`config.mk`:
```
export PLATFORM = sky130hd
export DESIGN_NAME = exu_store_buf
export DESIGN_NICKNAME = d
export VERILOG_FILES = /design/src/rtl/exu_store_buf.sv
export SDC_FILE = /design/constraint.sdc
export NUM_CORES = 1
export LEC_CHECK = 0
export ABC_CLOCK_PERIOD_IN_PS = 13100
export CAP_MARGIN = 20
export CORE_MARGIN = 2
export CORE_UTILIZATION = 60
export CTS_CLUSTER_SIZE = 16
export DETAILED_ROUTE_END_ITERATION = 16
export PLACE_DENSITY_LB_ADDON = 0.1
export SETUP_SLACK_MARGIN = 0.4
export SYNTH_ARGS = -nofsm -noshare
export SYNTH_HDL_FRONTEND = slang
export SYNTH_SLANG_ARGS = --single-unit
```
`constraint.sdc`:
```
create_clock -name hclk -period 13.1 [get_ports hclk]
set_clock_uncertainty 0.1 [all_clocks]
set_input_delay 2.62 -clock hclk [delete_from_list [all_inputs] [get_ports hclk]]
set_output_delay 2.62 -clock hclk [all_outputs]
set_load 0.1 [all_outputs]
```
`src/rtl/exu_store_buf.sv`:
```
// exu_store_buf: store address/data formatting with an in-order store buffer draining to the MAU
module exu_store_buf #(
  parameter int XLEN = 32,
  parameter int DEPTH = 4,
  localparam int SW = XLEN / 8
) (
  input  logic                         hclk,
  input  logic                         hrst,
  input  logic                         dec_store_valid,
  output logic                         dec_store_ready,
  input  logic [1:0]                   dec_store_size,
  input  logic [11:0]                  dec_imm_type_s,
  input  logic [XLEN-1:0]              dec_rs1_val,
  input  logic [XLEN-1:0]              dec_rs2_val,
  input  logic                         flush,
  output logic                         mau_store_valid,
  input  logic                         mau_store_ready,
  output logic [XLEN-1:0]              mau_store_addr,
  output logic [XLEN-1:0]              mau_store_data,
  output logic [SW-1:0]                mau_store_strb,
  output logic                         exu_misalign,
  output logic [XLEN-1:0]              exu_misalign_addr,
  output logic [$clog2(DEPTH+1)-1:0]   sb_count
);
  localparam int OW = $clog2(SW);
  localparam int PW = $clog2(DEPTH);
  localparam int CW = $clog2(DEPTH+1);
  logic [XLEN-1:0] ea, data, dmask;
  logic [SW-1:0]   strb, mask;
  logic [OW-1:0]   off;
  logic            mis, acc, push, pop;
  logic [PW-1:0]   wp, rp;
  logic [XLEN-1:0] addr_q [DEPTH];
  logic [XLEN-1:0] data_q [DEPTH];
  logic [SW-1:0]   strb_q [DEPTH];
  assign ea = dec_rs1_val + {{(XLEN-12){dec_imm_type_s[11]}}, dec_imm_type_s};
  for (genvar i = 0; i < SW; i++) begin : g_dmask
    assign dmask[i*8 +: 8] = {8{mask[i]}};
  end
  // size decode, alignment check and lane placement of the incoming store
  always_comb begin
    off  = ea[OW-1:0];
    mask = dec_store_size == 2'd0 ? SW'(1) :
           dec_store_size == 2'd1 ? SW'(3) :
           dec_store_size == 2'd2 ? SW'(15) : {SW{1'b1}};
    mis  = (dec_store_size == 2'd1 && ea[0]) ||
           (dec_store_size == 2'd2 && ea[1:0] != 2'd0) ||
           (dec_store_size == 2'd3 && (XLEN == 32 || ea[2:0] != 3'd0));
    data = (dec_rs2_val & dmask) << {off, 3'b000};
    strb = mask << off;
  end
  assign dec_store_ready = !hrst && (sb_count < CW'(DEPTH));
  assign acc             = dec_store_valid && dec_store_ready && !flush;
  assign push            = acc && !mis;
  assign mau_store_valid = sb_count != '0;
  assign pop             = mau_store_valid && mau_store_ready && !hrst;
  assign mau_store_addr  = addr_q[rp];
  assign mau_store_data  = data_q[rp];
  assign mau_store_strb  = strb_q[rp];
  // entry storage; cleared on reset so the idle head reads as zero
  always_ff @(posedge hclk) begin
    if (hrst) begin
      for (int i = 0; i < DEPTH; i++) begin
        addr_q[i] <= '0;
        data_q[i] <= '0;
        strb_q[i] <= '0;
      end
    end else if (push) begin
      addr_q[wp] <= ea;
      data_q[wp] <= data;
      strb_q[wp] <= strb;
    end
  end
  // pointers and occupancy; flush wins over any same-cycle push
  always_ff @(posedge hclk) begin
    if (hrst || flush) begin
      wp       <= '0;
      rp       <= '0;
      sb_count <= '0;
    end else begin
      wp       <= push ? wp + 1'b1 : wp;
      rp       <= pop ? rp + 1'b1 : rp;
      sb_count <= sb_count + CW'(push) - CW'(pop);
    end
  end
  // one-cycle misalign pulse with sticky faulting address
  always_ff @(posedge hclk) begin
    if (hrst) begin
      exu_misalign      <= 1'b0;
      exu_misalign_addr <= '0;
    end else begin
      exu_misalign      <= acc && mis;
      exu_misalign_addr <= (acc && mis) ? ea : exu_misalign_addr;
    end
  end
endmodule

```
# Word level (Yosys, flattened, before mapping)
# Memory sizes are Yosys's and may differ from the RTL's. A register that Yosys moved wholly into a read port is not among the register bits.
# Index checks and enable logic that the tools add are counted.
dict set report word_totals {
  inputBits 83
  latchBits 0
  memories 3
  elab_cells 63
  ff_bits 40
  ram_bits 272
  mem_bits_ro 0
  out_inout_bits 106
}
# name words word_bits rd rd_ports_with_merged_regs wr line_no
set memory_table {}
lappend memory_table {addr_q 4 32 1 1 4 33} ;# logic [XLEN-1:0] addr_q [DEPTH];
lappend memory_table {data_q 4 32 1 1 4 34} ;# logic [XLEN-1:0] data_q [DEPTH];
lappend memory_table {strb_q 4 4 1 1 4 35} ;# logic [SW-1:0] strb_q [DEPTH];
dict set report classes {
  bitwise 1
  add_sub_neg 5
  div_mod_pow 0
  shifts 2
  order_cmp 1
  n_mul 0
  reduce_logical 21
  muxes 22
  eq_ne 3
}
# operator n
set ops {}
lappend ops {{$mux 32} 2}
lappend ops {{$reduce_or 32->1} 2}
lappend ops {{$add 32x32->32} 1}
lappend ops {{$and 32x32->32} 1}
lappend ops {{$shl 32x5->32} 1}
lappend ops {{$mux 2} 9}
lappend ops {{$mux 4} 3}
lappend ops {{$logic_and 1x1->1} 9}
lappend ops {{$mux 1} 8}
lappend ops {{$add 2x1->2 const B} 2}
lappend ops {{$eq 2x2->1 const B} 2}
lappend ops {{$reduce_or 4->1} 1}
lappend ops {{$shl 4x2->4} 1}
lappend ops {{$add 3x1->3} 1}
lappend ops {{$logic_not 1->1} 3}
lappend ops {{$logic_or 1x1->1} 3}
lappend ops {{$lt 3x3->1 const B} 1}
lappend ops {{$reduce_bool 3->1} 1}
lappend ops {{$sub 3x1->3} 1}
lappend ops {{$eq 2x1->1 const B} 1}
lappend ops {{$logic_not 2->1} 1}
lappend ops {{$reduce_bool 2->1} 1}

# Longest topological paths before layout
# Gate-level depths: netlist of run 1.
dict set report logic_depth {
  depth_word 12
  ltp_mapped 19
  ltp_nobuf 16
}

# Worst setup path after synthesis of run 1
# No wires, ideal clock.
dict set report synth_timing {
  path_type {input port to flip-flop}
  startpoint {in dec_imm_type_s[0]}
  endpoint {mem addr_q[3][0], enable pin}
  setup_time_ns 0.494
  path_buffers 2
  t_required_ns 12.506
  arrival_time_ns 7.191
  cell_stages 11
  setup_slack_ns 5.314
  path_cell_list {ha_1 inv_1 fa_1 clkbuf_1 nand2b_1 a21oi_1 nor2_1 nor2_4 buf_1 a21oi_1 nor2_1}
}
# item line_no
set synth_lines {}
lappend synth_lines {{from (decl)} 12} ;# input logic [11:0] dec_imm_type_s,
lappend synth_lines {{to (decl)} 33}

# Final worst setup path of run 1
dict set report layout_timing {
  startpoint {in hrst}
  endpoint {out dec_store_ready}
}
dict set report layout_via {
  elab_chain_cells 2
}
# item line_no
set layout_lines {}
lappend layout_lines {{from (decl)} 8} ;# input logic hrst,
lappend layout_lines {{$logic_not 1->1} 52} ;# assign dec_store_ready = !hrst && (sb_count < CW'(DEPTH));
lappend layout_lines {{$logic_and 1x1->1} 52}
lappend layout_lines {{to (decl)} 10} ;# output logic dec_store_ready,
# No other way between the ends.

==> results.yml, run 1 <==
logic_synthesis:
  synth_edf_count: 272
  seq_area_frac_synth: 0.5930
  yosysWarnings: 0
  syn_area_um2: 15190
  synthCells: 1233
  synth_seq_cells: 314
  async_flop_share: 0
  syn_area_per_cell_um2: 12.32
  ys.flop_type: "edfxtp_1"
  synth.largest_area_cell: "edfxtp_1"
  netlist-cell-type-count: 63
  syn_nets: 1351
  yosys-top-cells-area: "edfxtp_1, mux4_2, nor2_1"
  synth.top_cell.area_share: 0.5377
worst_setup_path:
  crit_path_end_kind: "output port"
  critPathMaxFanout: 37
  max_stage_delay_ns: 1.14
  critPathSlowestCell: "clkdlybuf4s50_1"
  crit_chain: "clkdlybuf4s50_1 -> buf_4 -> nor2_1 -> clkdlybuf4s50_1"
  cpMostUsedCell: "clkdlybuf4s50_1"
  rrSetupSlack_ns: 9.69
  worstSetupPathType: "primary input to output port"
  cp-start-kind: "primary input"
  required_ns: 10.38
  critical_path_arrival_ns: 4.57
floorplanning:
  initial_core_util: 0.6067
  rows: 58
  dieArea_um2: 26610
  ioPinCount: 189
  core_um2: 25040
  die_width_um: 163.1
  die_y_um: 163.1
route:
  wl_per_cell_um: 21.39
  ant_nets: 0
  route.detailed.drc: 0
  vias: 10650
  finalWirelength_um: 37370
  vias_per_cell: 6.096
  dr.pass1.iters: 6
  first_iter_violations: 1139
clock_network:
  postCtsHoldBufs: 0
  cts_tree: "done"
  clk_pin_slew_ns: 0.06
  cts_made_buffers: 31
  cts_setup_buffers: 0
  post_cts_resized: 0
  clock_latency_ns: 0.55
  root_buffer: "clkbuf_16"
  clockBufferDepth: 3
  htreeDepth: 1
  cts_sinks: 314
sta:
  hold_viol: 0
  worstMarginPinSlew_ns: 1.150
  post-route-period-util: 0.5568
  setup_viol: 0
  timing.fmax_ghz: 0.1371
  fin_tns_setup_ns: 0
  timing.slew.headroom: 0.2235
  rsz0062_at_grt: "no"
  period_needed_ns: 7.294
  drv_slew: 0
placed_design:
  dpl.hpwl_um: 23810
  place_inst: 1686
  gp_congestion: 0.8612
  io_buffer_count: 188
global_routing:
  grt_antenna_before_repair: 0
  grt_overflow: 0
  grt_usage: 0.2836
  grt_pass1_wl_um: 57590
  grt_pass1_vias: 10480
  grt_max_degree: 69
flow_run:
  maxCapViolations: 0
final_layout:
  antenna_cells: 0
  finalNetCount: 1510
  syn_to_final_growth_pct: 20.62
  finalNonFillerCells: 1747
  nFillCells: 1715
  drive_above_1_share: 0.1200
outcome:
  outcome: "finished clean"
power_and_ir_drop:
  power.total_mw: 2.453
  peakVddDrop_mv: 0.1083
  power_density_nw_per_um2: 133.9
  leakagePower_nw: 6.683
min_path:
  hp-class: "register to register"
-- cells in the final DEF (no fill, tap or decap), types with 7 or more instances in the layout --
| master | n |
|---|---|
| a211oi_1 | 10 |
| a21oi_1 | 67 |
| a22o_1 | 8 |
| a32o_1 | 8 |
| and2_1 | 16 |
| and3_1 | 28 |
| buf_4 | 10 |
| clkbuf_16 | 31 |
| clkdlybuf4s50_1 | 188 |
| clkinv_1 | 9 |
| dfxtp_1 | 40 |
| edfxtp_1 | 272 |
| ha_1 | 33 |
| inv_1 | 41 |
| mux2i_1 | 10 |
| mux4_2 | 68 |
| nand2_1 | 71 |
| nand3_1 | 12 |
| nand3b_1 | 11 |
| nand4_1 | 7 |
| nor2_1 | 235 |
| nor2_2 | 20 |
| nor2b_1 | 9 |
| nor3_1 | 23 |
| o211ai_1 | 8 |
| o21a_1 | 9 |
| o21ai_0 | 39 |
| o22a_1 | 8 |
| or2_2 | 11 |
| or3_1 | 9 |
| xnor2_1 | 9 |
| xor2_1 | 12 |
-- power breakdown --
part           switching, mW  internal [mW]
logic                  0.319          0.130
clock network          0.375          0.478
registers             0.0153           1.14
total                  0.709           1.74
-- cells by family (layout without fill, tap and decap cells) --
family	after synthesis	in the layout	synth area share
flip-flops	314	314	0.5930
AO/OA/AOI/OAI	188	188	0.07932
multiplexers	79	79	0.1081
buffers and inverters	118	302	0.03179
XOR/XNOR	21	21	0.01211
AND/OR/NAND/NOR	478	478	0.1458
adder cells (fa/ha/maj)	35	35	0.02982
-- worst paths after layout --
check / start / to / cells after the start
worst max-delay path: hrst / dec_store_ready / 4
worst min-delay path: exu_misalign_addr[23] / exu_misalign_addr[23] / 2
worst max register to register: sb_count[2] / strb_q[0][0] / 5
worst min register to register: exu_misalign_addr[23] / exu_misalign_addr[23] / 2
-- flip-flops by register name, indices dropped and copies added (netlist names), named ones only --
register           flops
rp                     2
strb_q                16
exu_misalign_addr     32
sb_count               3
wp                     2
data_q               128
addr_q               128
exu_misalign           1
-- metal layers --
| metal | up-vias | wire length, um | GRT usage |
|---|---|---|---|
| li1 | 4869 | - | - |
| met1 | 5217 | 14750 | 0.3741 |
| met2 | 496 | 18920 | 0.4983 |
| met3 | 68 | 2771 | 0.04063 |
| met4 | 0 | 927 | 0.07442 |
| met5 | - | 0 | 0 |
-- critical path: cells and delay by family --
family        cells  cell delay [ns]
simple gates      1             0.14
buf+inv           3             1.80
-- synth_stat cells (11+ instances only) --
cell / number
nand3b_1: 11
inv_1: 41
edfxtp_1: 272
nand2_1: 72
nor2_1: 236
a21oi_1: 67
nand3_1: 12
dfxtp_1: 42
ha_1: 33
nor3_1: 23
o21ai_0: 39
nor2_2: 20
clkbuf_1: 61
and2_1: 16
xor2_1: 12
or2_2: 11
and3_1: 28
mux4_2: 68
-- stage by stage --
step	worst slack, ns	area (um2)	hold WS (ns)	utilization
finish	5.806	18320	0.3625	0.7318
CTS	5.792	18260	0.3634	0.7291
floorplan	5.315	15190	0.3847	-
global placement	5.738	17280	0.3508	0.6901
global route	5.758	18320	0.3901	0.7318
detailed placement	5.636	17280	0.3529	0.6901
-- layout make-up --
class                      count  area (um2)  share of cell area
sequential                   314        9014              0.4919
multi-input combinational    801        5733              0.3129
timing repair buffer         201        2024              0.1105
clock buffer                  37       798.3             0.04357
tap                          330       412.9             0.02253
clock inverter                21       178.9            0.009765
inverter                      43       161.4            0.008809
No activity file was read; power rests on OpenSTA's default activity.
==> run 2, diff against run 1 <==
--- a/config.mk
+++ b/config.mk
@@ -5,10 +5,10 @@
 export SDC_FILE = /design/constraint.sdc
 export NUM_CORES = 1
 export LEC_CHECK = 0
-export ABC_CLOCK_PERIOD_IN_PS = 13100
+export ABC_CLOCK_PERIOD_IN_PS = 6500
 export CAP_MARGIN = 20
 export CORE_MARGIN = 2
-export CORE_UTILIZATION = 60
+export CORE_UTILIZATION = 51
 export CTS_CLUSTER_SIZE = 16
 export DETAILED_ROUTE_END_ITERATION = 16
 export PLACE_DENSITY_LB_ADDON = 0.1
==> constraint.sdc (replaced) <==
create_clock -name hclk -period 6.5 [get_ports hclk]
set_clock_uncertainty 0.1 [all_clocks]
set_input_delay 1.3 -clock hclk [delete_from_list [all_inputs] [get_ports hclk]]
set_output_delay 1.3 -clock hclk [all_outputs]
set_load 0.1 [all_outputs]
==> results.yml, run 2 (synthesis gave the netlist of run 1 again) <==
worst_setup_path:
  required_ns: 6.62
  rrSetupSlack_ns: 3.72
  cp-start-kind: "primary input"
  crit_path_end_kind: "register"
  critical_path_arrival_ns: 5.14
  critPathMaxFanout: 21
  worstSetupPathType: "primary input to register"
sta:
  drv_slew: 0
  post-route-period-util: 0.7725
  fin_hold_ws_ns: 0.3612
  rsz0062_at_grt: "no"
  period_needed_ns: 5.021
  hold_viol: 0
  timing.slew.headroom: 0.2648
  worstMarginPinSlew_ns: 1.099
  fin_tns_setup_ns: 0
  setup_viol: 0
  timing.fmax_ghz: 0.1992
outcome:
  outcome: "finished clean"
clock_network:
  cts_made_buffers: 34
  cts_tree: "done"
  cts_sinks: 314
  cts_setup_buffers: 0
  clockBufferDepth: 3
  postCtsHoldBufs: 0
  clk_pin_slew_ns: 0.06
  post_cts_resized: 0
  htreeDepth: 2
  root_buffer: "clkbuf_16"
  clock_latency_ns: 0.50
final_layout:
  mostFrequentLayoutCell: "edfxtp_1"
  utilization: 0.6303
  layout_common_cells: "edfxtp_1, nor2_1, clkdlybuf4s50_1"
  final_design_area_no_fill_um2: 18580
  multi_input_area_um2: 5733
  syn_to_final_growth_pct: 22.31
  nFillCells: 2326
  antenna_cells: 0
  finalNonFillerCells: 1818
  register_area_um2: 9014
  top_regs: "addr_q: 128 flops, data_q: 128 flops, exu_misalign_addr: 32 flops"
  drive_above_1_share: 0.1282
  finalNetCount: 1520
placed_design:
  gp_congestion: 0.8553
  place_area_um2: 17460
  place_inst: 1755
  dpl.hpwl_um: 25380
  io_buffer_count: 188
route:
  dr.pass1.iters: 5
  finalWirelength_um: 38720
  vias: 10440
  ant_nets: 0
  wl_per_cell_um: 21.30
  vias_per_cell: 5.741
  route.detailed.drc: 0
  first_iter_violations: 797
global_routing:
  grt_pass1_vias: 10430
  grt_overflow: 0
  grt_usage: 0.2503
  grt_antenna_before_repair: 0
  grt_max_degree: 59
  grt_pass1_wl_um: 59280
flow_run:
  maxCapViolations: 0
power_and_ir_drop:
  peakVddDrop_mv: 0.1846
  leakagePower_nw: 6.778
  power_density_nw_per_um2: 277.8
floorplanning:
  core_um2: 29480
  dieArea_um2: 31180
  rows: 63
  ioPinCount: 189
  initial_core_util: 0.5153
  die_y_um: 176.6
  die_width_um: 176.6
min_path:
  hp-class: "register to register"
==> run 2: cell count changes in the layout (fill, tap and decap cells not counted), sizes merged <==
cell / delta
clkdlybuf4s50: -1
inv: -2
clkinv: -8
buf: +7
clkbuf: +15
==> run 2: critical path, cell delays in order <==
cell and delay (ns):
clkdlybuf4s50_1 0.89, ha_1 0.73, nand2_1 0.14, nor4_1 0.55, o211ai_1 0.30, and2_1 0.30
a21o_1 0.18, a21boi_0 0.58, nor3_1 0.17
==> run 2: metrics by stage <==
| stage | total power, mW | setup slack [ns] |
|---|---|---|
| 2_1_floorplan | 2.998 | 1.160 |
| 3_3_place_gp | 3.260 | 1.081 |
| 3_5_place_dp | 3.267 | 1.077 |
| 4_1_cts | 5.186 | 1.550 |
| 5_1_grt | 5.329 | 1.282 |
| 6_report | 5.161 | 1.479 |
==> run 2: area by class of cell <==
| class | instances | share of cell area |
|---|---|---|
| sequential | 314 | 0.4851 |
| multi-input combinational | 801 | 0.3086 |
| timing repair buffer | 208 | 0.1111 |
| clock buffer | 51 | 0.05428 |
| tap | 390 | 0.02626 |
| inverter | 43 | 0.008687 |
| clock inverter | 11 | 0.005993 |
==> run 2: final timing paths <==
path / depth (start not counted) / endpoint / from
setup / recovery: 9 / addr_q[2][28] / dec_imm_type_s[11]
hold reg to reg: 2 / exu_misalign_addr[14] / exu_misalign_addr[14]
hold / removal: 2 / exu_misalign_addr[14] / exu_misalign_addr[14]
setup reg to reg: 6 / data_q[0][11] / sb_count[2]
==> run 2: per-layer routing <==
layer | global-route usage | vias up | part of all wire
met5 | 0 | - | 0
met4 | 0.06990 | 0 | 0.024
met3 | 0.04414 | 67 | 0.069
met2 | 0.4284 | 378 | 0.50
met1 | 0.3301 | 5108 | 0.41
li1 | - | 4885 | -
==> run 2: power by group <==
group / switching (mW) / internal, mW
registers: 0.0307 / 2.29
logic: 0.644 / 0.262
clock network: 0.777 / 1.16
==> run 3, diff against run 2 <==
--- a/config.mk
+++ b/config.mk
@@ -5,7 +5,7 @@
 export SDC_FILE = /design/constraint.sdc
 export NUM_CORES = 1
 export LEC_CHECK = 0
-export ABC_CLOCK_PERIOD_IN_PS = 6500
+export ABC_CLOCK_PERIOD_IN_PS = 4500
 export CAP_MARGIN = 20
 export CORE_MARGIN = 2
 export CORE_UTILIZATION = 51
==> constraint.sdc (replaced) <==
create_clock -name hclk -period 4.5 [get_ports hclk]
set_clock_uncertainty 0.1 [all_clocks]
set_input_delay 0.9 -clock hclk [delete_from_list [all_inputs] [get_ports hclk]]
set_output_delay 0.9 -clock hclk [all_outputs]
set_load 0.1 [all_outputs]
==> results.yml, run 3 (synthesis gave the netlist of run 1 again) <==
outcome:
  outcome: "finished clean"
placed_design:
  dpl.hpwl_um: 25570
  io_buffer_count: 188
  gp_congestion: 0.8882
  pre_cts_ws_ns: 0.2973
sta:
  period_needed_ns: 3.846
  post-route-period-util: 0.8546
  setup_viol: 0
  worstMarginPinSlew_ns: 1.120
  rsz0062_at_grt: "no"
  drv_slew: 0
  hold_viol: 0
  fin_hold_ws_ns: 0.3548
  timing.slew.headroom: 0.2511
  timing.fmax_ghz: 0.2600
  fin_tns_setup_ns: 0
  fin_ws_ns: 0.6543
power_and_ir_drop:
  peakVddDrop_mv: 0.3189
  power_density_nw_per_um2: 391.7
  sw_frac_of_total: 0.2892
  pwr-share-seq: 0.461
  switchingPower_mw: 2.099
  leakagePower_nw: 6.894
  p_int_mw: 5.159
  share_comb_of_total_power: 0.182
  pwr-share-clk: 0.356
flow_run:
  maxCapViolations: 0
worst_setup_path:
  max_stage_delay_ns: 0.99
  critPathSlowestCell: "clkdlybuf4s50_1"
  path_delay_family: "buffers and inverters"
  required_ns: 3.50
  critPathMaxFanout: 25
  path_buf_inv: 1
  critical_path_arrival_ns: 2.85
  crit_path_end_kind: "output port"
  worstSetupPathType: "register to output port"
  r2r-start: "sb_count[2]"
  crit_chain: "mux4_2 -> clkdlybuf4s50_1"
  cp-start-kind: "register"
clock_network:
  clk_pin_slew_ns: 0.05
  cts_setup_buffers: 0
  cts_made_buffers: 34
  postCtsHoldBufs: 0
  post_cts_resized: 0
  cts_sinks: 314
  clock_latency_ns: 0.50
  clockBufferDepth: 3
  htreeDepth: 2
  root_buffer: "clkbuf_16"
  cts_tree: "done"
final_layout:
  drive_above_1_share: 0.1738
  syn_to_final_growth_pct: 22.00
  finalNetCount: 1537
  mostFrequentLayoutCell: "edfxtp_1"
  layout_common_cells: "edfxtp_1, nor2_1, clkdlybuf4s50_1"
  antenna_cells: 0
  top_regs: "addr_q: 128 flops, data_q: 128 flops, exu_misalign_addr: 32 flops"
route:
  wl_per_cell_um: 21.00
  wl_met2_um: 18930
  top_layer_used: "met4"
  finalWirelength_um: 38520
  wl_met1_um: 15820
  vias_per_cell: 5.756
  route.detailed.drc: 0
  first_iter_violations: 921
  met3_length_um: 2921
  vias: 10560
  ant_nets: 0
  dr.pass1.iters: 5
floorplanning:
  die_y_um: 176.6
  core_um2: 29480
  dieArea_um2: 31180
  rows: 63
  die_width_um: 176.6
  ioPinCount: 189
  initial_core_util: 0.5153
global_routing:
  grt_usage: 0.2514
  grt_max_degree: 51
  grt_pass1_wl_um: 59750
  grt_pass1_vias: 10600
  grt_overflow: 0
  grt_antenna_before_repair: 0
min_path:
  worstHoldStart: "exu_misalign_addr[26]"
  hp-class: "register to register"
run 3: cell count changes in the layout (fill, tap and decap cells not counted), sizes merged:
cell           previous run  this run
buf                      20        91
bufinv                    2         1
clkbuf                   52        41
clkdlybuf4s50           187       134
clkinv                    7        15
inv                      43        45
run 3: layout make-up:
type | instances | area (um2)
Multi-Input combinational cell | 801 | 5733
Clock inverter | 20 | 150.1
Fill cell | 2304 | 10950
Clock buffer | 41 | 877.1
Timing Repair Buffer | 225 | 2110
Sequential cell | 314 | 9014
Inverter | 43 | 161.4
Tap cell | 390 | 488.0
run 3: path summary, 6_finish.rpt:
| path | end | slack (ns) | cells past startpoint |
|---|---|---|---|
| hold / removal | exu_misalign_addr[26] | 0.35 | 2 |
| setup reg to reg | sb_count[2] | 2.00 | 10 |
| hold reg to reg | exu_misalign_addr[26] | 0.35 | 2 |
| setup / recovery | mau_store_addr[8] | 0.65 | 2 |
run 3: worst reg2reg max path, delay by kind of cell, from the launching register on:
family / cells / cell delay, ns
adder cells (fa/ha/maj): 3 / 0.78
AND/OR/NAND/NOR: 3 / 0.70
flip-flops: 1 / 0.38
XOR/XNOR: 2 / 0.31
buffers and inverters: 2 / 0.10
run 3: metal layers:
metal	vias to the layer above	GRT usage
li1	4921	-
met5	-	0
met4	0	0.07163
met2	405	0.4250
met1	5171	0.3326
met3	59	0.04866
run 3: power groups by stage:
| stage | combinational, mW | sequential [mW] | clock, mW |
|---|---|---|---|
| 2_1_floorplan | 0.831 | 3.50 | 0 |
| 3_3_place_gp | 1.32 | 3.41 | 0 |
| 3_5_place_dp | 1.32 | 3.41 | 0 |
| 4_1_cts | 1.33 | 3.35 | 2.63 |
| 5_1_grt | 1.40 | 3.36 | 2.75 |
| 6_report | 1.32 | 3.35 | 2.59 |
run 3: stage by stage:
stage,area [um2],power (mW),util,cells
finish,18530,7.259,0.6286,1834
global route,18530,7.511,0.6286,1834
CTS,18530,7.309,0.6285,1833
detailed placement,17500,4.730,0.5936,1772
global placement,17500,4.724,0.5936,1772
floorplan,15210,4.327,-,1233
